File: src/rtl/rv32i_types.sv
// Shared control-state types for the RV32I memory subsystem.
// The arbiter state enum lives here so the datapath and benches can decode it.
package rv32i_types;

    typedef enum logic [1:0] {
        ARB_IDLE    = 2'b00,
        ARB_C1      = 2'b01,
        ARB_C2      = 2'b10,
        ARB_RELEASE = 2'b11
    } arb_state_t;

    // Grant decision in ARB_IDLE: 1 selects cache2, 0 selects cache1.
    // last_grant = 1 means cache2 was served most recently.
    function automatic logic arb_pick_cache2(
        input logic req1,
        input logic req2,
        input logic last_grant,
        input logic rr_en
    );
        logic pick;
        if (req1 && req2) begin
            if (rr_en) begin
                pick = ~last_grant;
            end else begin
                pick = 1'b1;
            end
        end else begin
            pick = req2;
        end
        return pick;
    endfunction

endpackage

File: src/rtl/arbiter_control.sv
// Control FSM of the two-cache memory arbiter: grants the physical-memory port
// to cache1 or cache2, mirrors the granted request onto pmem and routes pmem_resp back.
module arbiter_control
    import rv32i_types::*;
#(
    parameter int RR_ENABLE = 1
) (
    input  logic clk,
    input  logic rst_n,
    input  logic cache1_read,
    input  logic cache1_write,
    output logic cache1_resp,
    input  logic cache2_read,
    input  logic cache2_write,
    output logic cache2_resp,
    output logic pmem_read,
    output logic pmem_write,
    input  logic pmem_resp,
    output logic cache_sel
);

    localparam logic RR_EN = (RR_ENABLE != 0);

    arb_state_t state_q, state_d;
    logic       last_grant_q, last_grant_d;
    logic       cache_sel_q, cache_sel_d;
    logic       req1_s, req2_s;

    assign req1_s    = cache1_read | cache1_write;
    assign req2_s    = cache2_read | cache2_write;
    assign cache_sel = cache_sel_q;

    // State, round-robin history and datapath select registers.
    always_ff @(posedge clk or negedge rst_n) begin
        if (!rst_n) begin
            state_q      <= ARB_IDLE;
            last_grant_q <= 1'b1;
            cache_sel_q  <= 1'b0;
        end else begin
            state_q      <= state_d;
            last_grant_q <= last_grant_d;
            cache_sel_q  <= cache_sel_d;
        end
    end

    // Next-state decode plus strobes and responses; write wins over read.
    always_comb begin
        state_d      = state_q;
        last_grant_d = last_grant_q;
        cache_sel_d  = cache_sel_q;
        pmem_read    = 1'b0;
        pmem_write   = 1'b0;
        cache1_resp  = 1'b0;
        cache2_resp  = 1'b0;
        case (state_q)
            ARB_IDLE: begin
                if (req1_s || req2_s) begin
                    if (arb_pick_cache2(req1_s, req2_s, last_grant_q, RR_EN)) begin
                        state_d     = ARB_C2;
                        cache_sel_d = 1'b1;
                    end else begin
                        state_d     = ARB_C1;
                        cache_sel_d = 1'b0;
                    end
                end else begin
                    state_d = ARB_IDLE;
                end
            end
            ARB_C1: begin
                pmem_write  = cache1_write;
                pmem_read   = cache1_read & ~cache1_write;
                cache1_resp = pmem_resp;
                if (pmem_resp) begin
                    state_d      = ARB_RELEASE;
                    last_grant_d = 1'b0;
                end else begin
                    state_d = ARB_C1;
                end
            end
            ARB_C2: begin
                pmem_write  = cache2_write;
                pmem_read   = cache2_read & ~cache2_write;
                cache2_resp = pmem_resp;
                if (pmem_resp) begin
                    state_d      = ARB_RELEASE;
                    last_grant_d = 1'b1;
                end else begin
                    state_d = ARB_C2;
                end
            end
            ARB_RELEASE: begin
                state_d = ARB_IDLE;
            end
            default: begin
                state_d = ARB_IDLE;
            end
        endcase
    end

endmodule
File: config.mk
export PLATFORM = sky130hd
export DESIGN_NAME = arbiter_control
export DESIGN_NICKNAME = d
export VERILOG_FILES = /design/src/rtl/rv32i_types.sv /design/src/rtl/arbiter_control.sv
export SDC_FILE = /design/constraint.sdc
export NUM_CORES = 1
export LEC_CHECK = 0
export CAP_MARGIN = 40
export CORE_AREA = 2 2 39 41
export DETAILED_ROUTE_END_ITERATION = 12
export DIE_AREA = 0 0 41 43
export DONT_BUFFER_PORTS = 1
export MAX_ROUTING_LAYER = met4
export SLEW_MARGIN = 20
export SYNTH_ARGS = -nofsm -noshare
export SYNTH_HDL_FRONTEND = slang
export SYNTH_SLANG_ARGS = --single-unit
File: constraint.sdc
create_clock -name clk -period 1.6 [get_ports clk]
set_clock_uncertainty 0.15 [all_clocks]
set_input_delay 0.4 -clock clk [delete_from_list [all_inputs] [get_ports clk]]
set_output_delay 0.4 -clock clk [all_outputs]
set_load 0.05 [all_outputs]
==> results.txt <==
The ratio of routed vias to standard cells is 4.541. The biggest area contributor in the post-synthesis netlist is dfrtp_1. The synthesized design contains 0 enable-type register cells. Entering global routing, the biggest net connects 6 pins. The post-detailed-placement half-perimeter wirelength is 590.4 µm. The final wirelength came out at about 700 µm. The number of top-level pins came out at 12. The number of levels the H-tree was split into came out at 1. The checks that failed: negative setup slack.

The placeable core area is 1384 µm². For this design the total switching power over the nets is 0.0004636 W. The total die area came out at between 1500 and 2000 µm². The post-detailed-route count of antenna-violating nets came out at 0. The startpoint of the most critical setup path is state_q[0]$_DFF_PN0_.

The share of total power in combinational logic came out at 0.651. In the post-synthesis netlist, the cell with the most instances is ha_1. The placement-stage cell area came out at 437.9 µm². The placement row count is 14. The maximum clock frequency is around 530 MHz. The relative contribution of the clock network to total power came out at 0.122. The routed layout has 277 vias. The share of total power consumed by net switching came out at 0.4228.

The number of pins exceeding their max-slew limit in the final report is 0. By area the synthesized netlist is led by dfrtp_1 (25%), ha_1 (21%), dfstp_2 (8.7%). The proportion of layout cells with a drive suffix above 1 came out at 0.4889. The number of placed instances, taps included came out at 53. The root buffer cell chosen for the clock tree is clkbuf_4.

The number of violations of the max-capacitance limit came out at 0. The fill cell instance count of the final layout is 137. The area of the mapped netlist came out at ~300 µm².

The run finished, with violations left. Setup repair after global routing could not meet its margin everywhere. The number of global-route vias before repair is 308.

The worst endpoint data arrival time is 1.33 ns. The DRC violation count after routing is 0. In this run the tool buffered the top-level ports with 0 buffer cells. In this run the critical register-to-register path is launched from state_q[1]$_DFF_PN0_.

TritonCTS built the clock tree. In the post-route analysis, the smallest setup slack over all paths is -0.2787 ns. In the global route stage, overall resource usage came out at 0.1001. The worst slack on hold paths came out at 0.2059 ns. The die boundary width came out at 41 µm. The worst register-to-register path ends at last_grant_q$_DFFE_PN1P_. The min-delay analysis places its worst path in the category in -> reg. The final RePlAce weighted congestion is approximately 0.57. The final non-filler cell total came out at 61. The sequential fraction of design power came out at 0.227. The worst-case clock buffer depth came out at 2. Following the worst setup path forward leads to its endpoint at pmem_read.

Ranked by instance count, the synthesized netlist is headed by ha_1 (5), o21ai_0 (4), dfrtp_1 (3). The average instance in the mapped netlist occupies 9.767 µm². The analysis attributes to cell leakage a power of around 0.22 nW. The final count of hold timing violations is 0. The final cell area excluding filler cells is 506.7 µm². In the final timing run, aggregate negative setup slack is -0.8937 ns. The setup path with the least slack is of type reg -> out. The clock transition at the register clock pins on the worst setup and hold paths after CTS came out at ~0.03 ns.

The first-pass GRT wire length came out at 1124 µm. The time the final worst path needs with I/O delays and setup is 1.879 ns. The number of cells on the worst reg-to-reg path is 5. The floorplan die height came out at 43 µm. The proportion of synthesized flip-flops having asynchronous set or reset is 1.000. For this run, the register share of the synthesized area comes to 0.3347.

Headroom to the max-slew limit came out at 0.6845. The number of different library cells used by synthesis comes to 18. The internal power of the cells totals 0.0006329 W. In this run the worst path has a maximum fanout of 3.

The repair_antennas step left the layout with diodes totalling 0. The net count reported at finish is 58. The maximum ir drop on the vdd rail came out at between 0.5 and 0.6 mV.

The post-route fraction of the period consumed by the critical path is 1.174. The number of warning messages in the yosys log came out at 0. The number of buffers created by CTS came out at 3.

The number of antenna violations at the first check in global routing is 0. The synthesized netlist cell count is 31. The total clock sinks came out at 4. The first routing iteration left 8 violations.

The required time of the critical path came out at approximately 1.1 ns. The first-pass detailed-route iteration total is 4. The kind of capture point of the worst setup path is an output port. The share of synthesized area in the top cell type comes to 0.2479. The initial utilization of the core area, before any placement, comes to 0.2188. The register bit count reported by yosys came out at 4. The layout-stage area growth over the synthesis result came out at 67.36%. The launching element type of the critical path is a flop. The wire length per cell is 11.48 µm. The setup violation total in the final timing report came out at 4. The power density over the cells is ~2200 nW/µm². The remaining global-route overflow is 0. Among all flip-flop cells after synthesis, the most frequent one is dfrtp_1.

At the pin with the least slew margin, the transition time is 0.4733 ns. The worst reg-to-reg setup slack is 0.21 ns. At the later pin of the worst-skew pair, clock insertion delay measures 0.23 ns. The net count after synthesis is 43.
[worst max-delay path, stage by stage (launching register included)]
cell	delay (ns)
dfrtp_1	0.38
inv_2	0.08
ha_1	0.30
a21boi_4	0.19
buf_12	0.15
[power groups by stage]
stage | logic [W] | clock network (W) | registers, W
2_1_floorplan | 0.000430 | 0 | 0.000252
3_3_place_gp | 0.000623 | 0 | 0.000253
3_5_place_dp | 0.000634 | 0 | 0.000256
4_1_cts | 0.000718 | 0.000142 | 0.000250
5_1_grt | 0.000769 | 0.000153 | 0.000257
6_report | 0.000714 | 0.000134 | 0.000249
[how the worst min path moves through the flow]
| stage | startpoint | end | cells past startpoint |
|---|---|---|---|
| finish | pmem_resp | last_grant_q$_DFFE_PN1P_ | 2 |
| floorplan | rst_n | cache_sel$_DFFE_PN0P_ | 0 |
| CTS | pmem_resp | last_grant_q$_DFFE_PN1P_ | 2 |
| global route | pmem_resp | last_grant_q$_DFFE_PN1P_ | 2 |
| detailed placement | rst_n | state_q[0]$_DFF_PN0_ | 0 |
| global placement | rst_n | cache_sel$_DFFE_PN0P_ | 0 |
[routing by layer]
metal	up-vias	wire length, µm	global-route usage
met5	-	0	-
met1	122	264	0.08766
met3	0	60	0.03141
met2	13	376	0.1719
li1	142	-	-
met4	0	0	0.06000
[metrics by stage]
step	power [W]	util	setup WS, ns
floorplan	0.0006815	-	-0.08400
global placement	0.0008766	0.3165	-0.1169
detailed placement	0.0008902	0.3165	-0.1380
CTS	0.001110	0.3662	-0.2872
global route	0.001179	0.3662	-0.3486
finish	0.001096	0.3662	-0.2787
[area by class of cell]
type                       instances  area, µm²  area share
inverter                           2      7.507     0.01481
clock buffer                       4      26.28     0.05185
multi-input combinational         25      245.2      0.4840
tap                               16      20.02     0.03951
sequential                         4      101.3      0.2000
timing repair buffer              10      106.4      0.2099
[state kept, by name, summed over array words and instances, names as in the netlist]
register	flops
last_grant_q	1
state_q	2
cache_sel	1
[what timing repair did]
item | in CTS | in global routing
hold buffers | 1 | 0
pin swaps | 3 | 0
resized for setup | 3 | 0
setup endpoints to repair | 4 | 4
setup buffers | 3 | 0
hold endpoints to repair | 4 | 0
[cells by family (layout without fill, tap and decap cells)]
kind of cell    Yosys count  after routing  synth area share
compound gates           14             14            0.3017
fa+ha+maj                 5              5            0.2066
buf+inv                   2             16           0.02480
flops                     4              4            0.3347
simple gates              6              6            0.1322
[placed cells by master, fill, tap and decap left out]
cell,instances
o22ai_1,2
o2bb2ai_1,1
dlygate4sd3_1,1
and2_4,2
a22oi_2,1
o21ai_0,4
ha_4,2
buf_6,1
a21o_1,1
o21ba_1,1
dfrtp_1,3
nor2b_4,1
ha_1,3
inv_2,2
buf_4,6
nand2_1,1
a21oi_1,2
o21a_1,1
nand3b_1,2
a21boi_4,1
clkbuf_1,1
dfstp_2,1
buf_12,2
clkbuf_4,3
Power figures use the tool's default switching activity.
